**config.mk**
```make
export PLATFORM = sky130hd
export DESIGN_NAME = alu_seq_core
export DESIGN_NICKNAME = d
export VERILOG_FILES = /design/src/rtl/alu_pkg.sv /design/src/rtl/alu_div_seq.sv /design/src/rtl/alu_seq_core.sv
export SDC_FILE = /design/constraint.sdc
export NUM_CORES = 1
export LEC_CHECK = 0
export BUFFER_PORTS_ARGS = -buffer_cell sky130_fd_sc_hd__buf_2
export CAP_MARGIN = 20
export CORE_UTILIZATION = 35
export DETAILED_ROUTE_END_ITERATION = 10
export HOLD_SLACK_MARGIN = 0.06
export PLACE_DENSITY_LB_ADDON = 0.25
export RECOVER_POWER = 50
export SETUP_SLACK_MARGIN = 0.2
export SYNTH_ARGS = -nofsm -noshare
export SYNTH_HDL_FRONTEND = slang
export SYNTH_SLANG_ARGS = --single-unit
export TNS_END_PERCENT = 100
```
**constraint.sdc**
```tcl
create_clock -name clk -period 7.1 [get_ports clk]
set_input_delay 0.355 -clock clk [delete_from_list [all_inputs] [get_ports clk]]
set_output_delay 0.355 -clock clk [all_outputs]
set_load 0.1 [all_outputs]
```
**src/rtl/alu_pkg.sv**
```systemverilog
`default_nettype none
// +----------------------------------------------------------------------+
// | alu_pkg : opcode encodings and FSM state type for alu_seq_core        |
// | Revision 1.0                                                          |
// +----------------------------------------------------------------------+
package alu_pkg;

  localparam logic [3:0] OP_ADD  = 4'h0;
  localparam logic [3:0] OP_SUB  = 4'h1;
  localparam logic [3:0] OP_MUL  = 4'h2;
  localparam logic [3:0] OP_DIV  = 4'h3;
  localparam logic [3:0] OP_AND  = 4'h4;
  localparam logic [3:0] OP_OR   = 4'h5;
  localparam logic [3:0] OP_NAND = 4'h6;
  localparam logic [3:0] OP_NOR  = 4'h7;
  localparam logic [3:0] OP_XOR  = 4'h8;
  localparam logic [3:0] OP_XNOR = 4'h9;
  localparam logic [3:0] OP_EQ   = 4'hA;
  localparam logic [3:0] OP_GT   = 4'hB;
  localparam logic [3:0] OP_SHR  = 4'hC;
  localparam logic [3:0] OP_SHL  = 4'hD;
  // Any opcode at or above this value (including nonzero extra MSBs) is illegal.
  localparam logic [3:0] OP_ILL_LO = 4'hE;

  typedef enum logic [1:0] {
    ST_IDLE = 2'd0,
    ST_EXEC = 2'd1,
    ST_DIV  = 2'd2,
    ST_DONE = 2'd3
  } alu_state_t;

endpackage
`default_nettype wire

```
**src/rtl/alu_div_seq.sv**
```systemverilog
`default_nettype none
// +----------------------------------------------------------------------+
// | alu_div_seq : restoring divider, one quotient bit per clock           |
// | Revision 1.0                                                          |
// +----------------------------------------------------------------------+
module alu_div_seq #(
  parameter int DATA_W = 8
) (
  input  logic              clk,
  input  logic              rst_n,
  input  logic              start,
  input  logic [DATA_W-1:0] a,
  input  logic [DATA_W-1:0] b,
  output logic              busy,
  output logic              done,
  output logic [DATA_W-1:0] quot,
  output logic [DATA_W-1:0] rem
);

  localparam int CNT_W = $clog2(DATA_W + 1);
  localparam logic [CNT_W-1:0] CNT_INIT = CNT_W'(DATA_W);
  localparam logic [CNT_W-1:0] CNT_LAST = CNT_W'(1);

  logic [DATA_W-1:0] rem_q, rem_d;
  logic [DATA_W-1:0] quot_q, quot_d;
  logic [DATA_W-1:0] b_q, b_d;
  logic [CNT_W-1:0]  cnt_q, cnt_d;
  logic              busy_q, busy_d;
  logic              done_q, done_d;

  logic [DATA_W:0]   trial;
  logic [DATA_W-1:0] diff;
  logic              ge;

  // Dividend shifts out of quot MSB-first while quotient bits shift in at the LSB.
  always_comb begin
    trial = {rem_q, quot_q[DATA_W-1]};
    ge    = (trial >= {1'b0, b_q});
    diff  = trial[DATA_W-1:0] - b_q;

    rem_d  = rem_q;
    quot_d = quot_q;
    b_d    = b_q;
    cnt_d  = cnt_q;
    busy_d = busy_q;
    done_d = 1'b0;

    if (start) begin
      rem_d  = '0;
      quot_d = a;
      b_d    = b;
      cnt_d  = CNT_INIT;
      busy_d = 1'b1;
    end else if (busy_q) begin
      rem_d  = ge ? diff : trial[DATA_W-1:0];
      quot_d = {quot_q[DATA_W-2:0], ge};
      cnt_d  = cnt_q - CNT_LAST;
      if (cnt_q == CNT_LAST) begin
        busy_d = 1'b0;
        done_d = 1'b1;
      end
    end
  end

  always_ff @(posedge clk or negedge rst_n) begin
    if (!rst_n) begin
      rem_q  <= '0;
      quot_q <= '0;
      b_q    <= '0;
      cnt_q  <= '0;
      busy_q <= 1'b0;
      done_q <= 1'b0;
    end else begin
      rem_q  <= rem_d;
      quot_q <= quot_d;
      b_q    <= b_d;
      cnt_q  <= cnt_d;
      busy_q <= busy_d;
      done_q <= done_d;
    end
  end

  assign busy = busy_q;
  assign done = done_q;
  assign quot = quot_q;
  assign rem  = rem_q;

endmodule
`default_nettype wire

```
**src/rtl/alu_seq_core.sv**
```systemverilog
`default_nettype none
// +----------------------------------------------------------------------+
// | alu_seq_core : handshaked ALU with registered results and seq. divide |
// | Revision 1.0                                                          |
// +----------------------------------------------------------------------+
module alu_seq_core
  import alu_pkg::*;
#(
  parameter int DATA_W = 8,
  parameter int OUT_W  = 2 * DATA_W,
  parameter int FUN_W  = 4
) (
  input  logic              clk,
  input  logic              RST,
  input  logic              Enable,
  input  logic              IN_VALID,
  output logic              IN_READY,
  input  logic [DATA_W-1:0] A,
  input  logic [DATA_W-1:0] B,
  input  logic [FUN_W-1:0]  ALU_FUN,
  output logic [OUT_W-1:0]  ALU_OUT,
  output logic              OUT_VALID,
  output logic              CARRY,
  output logic              ZERO,
  output logic              DIV0,
  output logic              ERR
);

  alu_state_t        state_q, state_d;
  logic [DATA_W-1:0] a_q, a_d;
  logic [DATA_W-1:0] b_q, b_d;
  logic [FUN_W-1:0]  fun_q, fun_d;
  logic [OUT_W-1:0]  alu_out_q, alu_out_d;
  logic              out_valid_q, out_valid_d;
  logic              carry_q, carry_d;
  logic              zero_q, zero_d;
  logic              div0_q, div0_d;
  logic              err_q, err_d;

  logic              accept;
  logic              div_start;
  logic              div_busy;
  logic              div_done;
  logic [DATA_W-1:0] div_quot;
  logic [DATA_W-1:0] div_rem;

  logic [OUT_W-1:0]  op_res;
  logic              op_carry;
  logic              op_div0;
  logic              op_err;
  logic [DATA_W:0]   sum_w;
  logic [DATA_W-1:0] logic_res;

  assign IN_READY = (state_q == ST_IDLE) && Enable;
  assign accept   = IN_VALID && IN_READY;

  alu_div_seq #(
    .DATA_W (DATA_W)
  ) u_div (
    .clk   (clk),
    .rst_n (RST),
    .start (div_start),
    .a     (A),
    .b     (B),
    .busy  (div_busy),
    .done  (div_done),
    .quot  (div_quot),
    .rem   (div_rem)
  );

  // Single-cycle operations on the captured operands; DIV here only ever means B==0.
  always_comb begin
    sum_w     = {1'b0, a_q} + {1'b0, b_q};
    logic_res = '0;
    op_res    = '0;
    op_carry  = 1'b0;
    op_div0   = 1'b0;
    op_err    = 1'b0;
    case (fun_q)
      FUN_W'(OP_ADD): begin
        op_res   = OUT_W'(sum_w);
        op_carry = sum_w[DATA_W];
      end
      FUN_W'(OP_SUB): begin
        op_res   = OUT_W'(a_q) - OUT_W'(b_q);
        op_carry = (a_q < b_q);
      end
      FUN_W'(OP_MUL): op_res = OUT_W'(a_q) * OUT_W'(b_q);
      FUN_W'(OP_DIV): begin
        op_res  = OUT_W'({DATA_W{1'b1}});
        op_div0 = 1'b1;
      end
      FUN_W'(OP_AND):  begin logic_res = a_q & b_q;    op_res = OUT_W'(logic_res); end
      FUN_W'(OP_OR):   begin logic_res = a_q | b_q;    op_res = OUT_W'(logic_res); end
      FUN_W'(OP_NAND): begin logic_res = ~(a_q & b_q); op_res = OUT_W'(logic_res); end
      FUN_W'(OP_NOR):  begin logic_res = ~(a_q | b_q); op_res = OUT_W'(logic_res); end
      FUN_W'(OP_XOR):  begin logic_res = a_q ^ b_q;    op_res = OUT_W'(logic_res); end
      FUN_W'(OP_XNOR): begin logic_res = ~(a_q ^ b_q); op_res = OUT_W'(logic_res); end
      FUN_W'(OP_EQ):   op_res = OUT_W'(a_q == b_q);
      FUN_W'(OP_GT):   op_res = OUT_W'(a_q > b_q);
      FUN_W'(OP_SHR):  begin logic_res = a_q >> 1; op_res = OUT_W'(logic_res); end
      FUN_W'(OP_SHL):  op_res = OUT_W'({a_q, 1'b0});
      default: begin
        op_res = '0;
        op_err = 1'b1;
      end
    endcase
  end

  always_comb begin
    state_d     = state_q;
    a_d         = a_q;
    b_d         = b_q;
    fun_d       = fun_q;
    alu_out_d   = alu_out_q;
    out_valid_d = 1'b0;
    carry_d     = carry_q;
    zero_d      = zero_q;
    div0_d      = div0_q;
    err_d       = err_q;
    div_start   = 1'b0;

    case (state_q)
      ST_IDLE: begin
        if (accept) begin
          a_d   = A;
          b_d   = B;
          fun_d = ALU_FUN;
          if ((ALU_FUN == FUN_W'(OP_DIV)) && (B != '0)) begin
            div_start = 1'b1;
            state_d   = ST_DIV;
          end else begin
            state_d = ST_EXEC;
          end
        end
      end
      ST_EXEC: begin
        alu_out_d   = op_res;
        carry_d     = op_carry;
        zero_d      = (op_res == '0);
        div0_d      = op_div0;
        err_d       = op_err;
        out_valid_d = 1'b1;
        state_d     = ST_DONE;
      end
      ST_DIV: begin
        if (div_done && !div_busy) begin
          alu_out_d   = OUT_W'({div_rem, div_quot});
          carry_d     = 1'b0;
          zero_d      = ({div_rem, div_quot} == '0);
          div0_d      = 1'b0;
          err_d       = 1'b0;
          out_valid_d = 1'b1;
          state_d     = ST_DONE;
        end
      end
      ST_DONE: state_d = ST_IDLE;
      default: state_d = ST_IDLE;
    endcase
  end

  always_ff @(posedge clk or negedge RST) begin
    if (!RST) begin
      state_q     <= ST_IDLE;
      a_q         <= '0;
      b_q         <= '0;
      fun_q       <= '0;
      alu_out_q   <= '0;
      out_valid_q <= 1'b0;
      carry_q     <= 1'b0;
      zero_q      <= 1'b0;
      div0_q      <= 1'b0;
      err_q       <= 1'b0;
    end else begin
      state_q     <= state_d;
      a_q         <= a_d;
      b_q         <= b_d;
      fun_q       <= fun_d;
      alu_out_q   <= alu_out_d;
      out_valid_q <= out_valid_d;
      carry_q     <= carry_d;
      zero_q      <= zero_d;
      div0_q      <= div0_d;
      err_q       <= err_d;
    end
  end

  assign ALU_OUT   = alu_out_q;
  assign OUT_VALID = out_valid_q;
  assign CARRY     = carry_q;
  assign ZERO      = zero_q;
  assign DIV0      = div0_q;
  assign ERR       = err_q;

endmodule
`default_nettype wire

```
Word-level counts from Yosys, hierarchy flattened
Index checks and enable logic that the tools add are counted.
{ "classes": {"n_addsub": 4, "mul": 1, "div_mod_pow": 0, "order_cmp": 3, "n_eq_ne": 21, "n_shift": 0, "mux": 34, "n_bitwise": 6, "reduce_logical": 16} }
{ "ops": {"columns": ["op", "count"], "rows": [
  ["16-bit one-hot mux with 14 select lines", 1],
  ["8-bit two-way mux", 5],
  ["16-bit logical NOT", 2],
  ["16-bit one-hot mux with 2 select lines", 1],
  ["4-bit equality test (second input constant)", 6],
  ["8-bit NOT", 3],
  ["4-bit by 3-bit equality test with 1-bit output (second input constant)", 4],
  ["8-bit by 8-bit multiplier with 16-bit output", 1],
  ["16-bit two-way mux", 1],
  ["1-bit two-way mux", 14],
  ["14-bit OR reduction", 1],
  ["4-bit by 2-bit equality test with 1-bit output (second input constant)", 3],
  ["1-bit one-hot mux with 2 select lines", 6],
  ["8-bit by 8-bit adder with 9-bit output", 1],
  ["9-bit by 8-bit >= comparator with 1-bit output", 1],
  ["8-bit by 8-bit subtractor with 9-bit output", 1],
  ["8-bit AND", 1],
  ["4-bit by 1-bit equality test with 1-bit output (second input constant)", 2],
  ["8-bit equality test", 1],
  ["8-bit greater-than comparator", 1],
  ["8-bit < comparator", 1],
  ["4-bit two-way mux", 2],
  ["8-bit OR", 1],
  ["2-bit one-hot mux with 4 select lines", 1],
  ["other kinds (14)", 24]
]} }
{ "word_totals": {"ff_bits": 73, "latchBits": 0, "mem_bits_rw": 0, "mem_bits_ro": 0, "in_bits": 24, "memories": 0} }

Logic depth before layout (Yosys ltp)
{ "logic_depth": {"word_depth": 6, "ltp_mapped": 19} }

Modules after synthesis
From an unflattened synthesis, not the netlist that was laid out.
{ "hier_totals": {"hier_cells": 907, "hier_area_um2": 7593.5} }
{ "by_module_without_submodules": {"columns": ["mod", "instances", "cells_each", "area_per_inst_um2"], "rows": [
  ["alu_seq_core", 1, 711, 5763.0],
  ["alu_div_seq", 1, 196, 1830.5]
]} }

Least setup slack after synthesis
Ideal clock, no wire load.
{ "synth_path": {"kind": "flip-flop to flip-flop", "startpoint": "reg a_q[1]", "endpoint": "reg zero_q, in the netlist ZERO", "setup_ps": 128, "t_arrival_ps": 4363, "required_ps": 6972, "path_slack_ps": 2609, "stages_incl_launch_ff": 18, "path_buffers": 0, "synth_period_minus_slack_ps": 4491, "path_cell_list": "dfrtp_1 inv_1 nor2_1 fa_1 fa_1 fa_1 inv_1 fa_1 inv_1 ha_1 o211ai_1 o211ai_1 nand2_1 o2111ai_1 xnor2_1 or2b_2 nand4b_1 o21ai_1"} }
{ "synth_via": {"elab_chain_len": 5} }
{ "synth_rtl": {"columns": ["element", "line", "source"], "rows": [
  ["from (decl)", "alu_seq_core.sv:30", "logic [DATA_W-1:0] a_q, a_d;"],
  ["from (signal assigned)", "alu_seq_core.sv:165", "a_q <= '0;"],
  ["from (signal assigned)", "alu_seq_core.sv:176", "a_q <= a_d;"],
  ["parallel branches: the longest is 2 deep, another holds 8-bit by 8-bit multiplier with 16-bit output", null, null],
  ["16-bit one-hot mux with 14 select lines *", "alu_seq_core.sv:79", "case (fun_q)"],
  ["16-bit logical NOT *", "alu_seq_core.sv:140", "zero_d = (op_res == '0);"],
  ["1-bit one-hot mux with 2 select lines *", "alu_seq_core.sv:123", "case (state_q)"],
  ["to (signal assigned)", "alu_seq_core.sv:182", "zero_q <= zero_d;"],
  ["to (decl)", "alu_seq_core.sv:36", "logic zero_q, zero_d;"]
]} }
Every way passes the cells marked *.
A chain may end at the register's enable or synchronous reset.

Final worst setup path
Ends and elaborated chain as after synthesis.

==> results.py <==
metrics = {
    "synth": {
        "yosys.area_share.adder": 0.227,
        "synth_cell_types": 85,
        "yosys_warnings": 0,
        "muxShareOfSynthArea": 0.0668,
        "synth_async_sr_flop_share": 1.00,
        "yosysTopAreaCell": "dfrtp_1",
        "synthCells": 863,
        "yosys.area_share.simple": 0.175,
        "ys_seq_area_frac": 0.244,
        "synth_ff_type": "dfrtp_1",
        "syn_area_per_cell_sq_um": 8.67,
        "synthTopCellsByArea": "dfrtp_1 24%, ha_1 12%, fa_1 10%",
        "synthesis.nets": 999,
        "synth_top_area_share": 0.244,
        "synth_area_sq_um": 7480,
        "synth_compound_gate_area_share": 0.183,
        "synth-xor-area-share": 0.0293,
        "synth_edf_count": 0,
        "yosys_register_bits": 73,
        "synth_top_family_by_area": "adder cells",
    },
    "cells_and_area": {
        "nets": 1028,
        "stdcell_count": 1172,
        "n_antenna_cell": 0,
        "drive_above_1_share": 0.108,
        "area_growth_syn_to_layout_pct": 9.70,
        "fillers": 2236,
    },
    "clock_tree": {
        "clockRootBuffer": "clkbuf_16",
        "numClockSinks": 73,
        "clk_path_buf_depth": 2,
        "htree_levels": 3,
        "hold_buffers": 0,
        "post_cts_buffers": 0,
        "cts_tree": "yes",
        "cts-buffers-inserted": 9,
        "cts_resized": 0,
        "clk_latency_ns": 0.34,
        "path_clk_slew_ns": 0.06,
    },
    "worst_setup_path": {
        "path_class": "register to register",
        "slowest_delay_ns": 0.55,
        "critPathLaunchType": "register",
        "cp_slowest_cell": "fa_1",
        "cp_common_cell": "fa_1",
        "cp_max_fo": 9,
        "crit_arrival_ns": 5.30,
        "worstPathCellList": "inv_1 > nor2_1 > fa_1 > fa_1 > inv_1 > fa_1 > fa_1 > inv_1 > ha_1 > a211oi_1 > o211ai_1 > a31oi_1 > xnor2_1 > o21ai_0 > nor4_1 > nand4_1 > o21ai_1",
        "crit_path_end_kind": "register",
        "cpLargestDelayFamily": "adder cells",
        "critPathRequiredTime_ns": 7.36,
        "cp.buffers_inverters": 3,
    },
    "routing": {
        "drt_first_pass_iters": 5,
        "wl_per_cell_um": 18.7,
        "viasPerCell": 5.50,
        "detail-route-antenna-nets": 0,
        "wl_um": 22000,
        "drtIter0Drc": 455,
        "vias": 6451,
        "drc": 0,
    },
    "grt": {
        "grt_pass1_vias": 6354,
        "antenna_found_initial": 0,
        "grt_overflow_total": 0,
        "track_usage": 0.204,
        "grt_max_degree": 74,
        "grt_pass1_wl_um": 34800,
    },
    "floorplanning": {
        "die_y_um": 148,
        "die_w_um": 148,
        "dieArea_sq_um": 22000,
        "row_count": 53,
        "core_area_sq_um": 21000,
        "initial_utilization": 0.357,
        "ioPinCount": 46,
    },
    "sta": {
        "skew_ns": 0.00983,
        "final_hold_viol_count": 0,
        "rsz0062_at_grt": "no",
        "tightest_slew_ns": 3.93,
        "layout_min_cycle_time_ns": 5.04,
        "finalCritPeriodShare": 0.710,
        "slew_violations": 74,
        "tns_ns": 0,
        "setup_viol": 0,
        "slew_headroom": -1.62,
        "max_freq_mhz": 198,
    },
    "job": {
        "drv_cap": 1,
    },
    "run_status": {
        "status": "finished with violations",
        "violations": "capacitance limit, slew limit",
    },
    "place": {
        "port_buffers": 45,
        "hpwl_um": 17300,
        "gp_congestion": 0.966,
        "placed_cells": 1156,
    },
    "worst_hold_path": {
        "min_path_type": "input port to register",
    },
}
==> cell families (layout without fill, tap and decap cells) <==
group,Yosys count,after routing
AOI/OAI and AO/OA,207,207
xor gates and xnor gates,25,25
adders and majority gates,112,112
buffers and inverters,129,163
DFF,73,73
muxes,47,47
and+or+nand+nor,270,270
==> Yosys cell counts, types with 3 or more instances <==
cell type   n
fa_1       39
o311a_1     4
a2111o_1    3
nand4_1    11
a211oi_1    6
nand2_1    68
o2bb2ai_1   3
o21bai_1    4
o41ai_1     3
clkbuf_8    6
a21o_1     10
o22ai_1     4
nand3_1    10
o211ai_1    8
xor2_1      9
o211a_1     4
mux2i_1    24
nand3b_1    3
buf_1       7
mux2_2     23
nor3_1     10
o21ai_0    66
and2_1      6
o311ai_0    3
a21oi_1    43
clkbuf_1   16
xnor2_1    16
inv_1      90
buf_2       4
o21a_1      4
a2111oi_0   3
a32oi_1     3
a31oi_1     4
dfrtp_1    73
o31ai_1     4
or3_1       3
nor2b_1    14
nor4_1     10
nand2b_1   14
nor3b_1     4
ha_1       73
nor2_1     98
==> path summary, 6_finish.rpt <==
check | start | slack [ns] | depth (start not counted) | end
min reg2reg | u_div.b_q[0] | 0.50 | 2 | u_div.b_q[0]
min | ALU_FUN[1] | 0.27 | 2 | fun_q[1]
max in group asynchronous | RST | 3.51 | 1 | u_div.quot[6]
max | a_q[1] | 2.06 | 17 | ZERO
max reg2reg | a_q[1] | 2.06 | 17 | ZERO
min in group asynchronous | RST | 1.38 | 1 | b_q[1]
==> registers in the layout, summed over array words and instances (netlist names), 2 cells and up <==
name / cells
ALU_OUT: 16
a_q: 8
b_q: 8
u_div.b_q: 8
u_div.quot: 8
u_div.rem: 8
fun_q: 4
u_div.cnt_q: 4
state_q: 2
==> per-layer routing <==
layer	GRT usage	share of wire	vias to the layer above
li1	-	-	3062
met1	0.278	0.46	3124
met2	0.327	0.45	217
met3	0.0221	0.050	48
met4	0.0907	0.038	0
met5	0	0	-
==> per-stage QoR <==
stage / hold WS (ns) / instance area (sq um) / worst slack [ns] / utilization
2_1_floorplan: 0.0594 / 7480 / 2.61 / -
3_3_place_gp: 0.472 / 7910 / 2.13 / 0.377
3_5_place_dp: 0.473 / 7910 / 2.06 / 0.377
4_1_cts: 0.200 / 8220 / 2.06 / 0.392
5_1_grt: 0.274 / 8200 / 1.67 / 0.392
6_report: 0.275 / 8200 / 2.06 / 0.392
==> final cells by class <==
type | count | area [sq um] | share of cell area
tap | 275 | 344 | 0.0419
clock buffer | 12 | 236 | 0.0288
clock inverter | 4 | 77.6 | 0.00946
inverter | 93 | 349 | 0.0425
timing repair buffer | 54 | 278 | 0.0339
sequential | 73 | 1830 | 0.223
multi-input combinational | 661 | 5090 | 0.621
==> cell usage in the layout, fill, tap and decap left out, types with 11 or more instances in the layout <==
cell type,instances
o21ai_0,66
a21oi_1,43
inv_1,90
dfrtp_1,73
nor2b_1,13
nor2_1,98
buf_2,33
clkbuf_1,15
fa_1,39
mux2i_1,24
mux2_2,23
xnor2_1,16
nand4_1,11
nand2b_1,14
nand2_1,68
ha_1,73
Power is left out: the tool's default activity adds up to more than one toggle a clock period on the data nets, which glitch-free logic cannot reach.
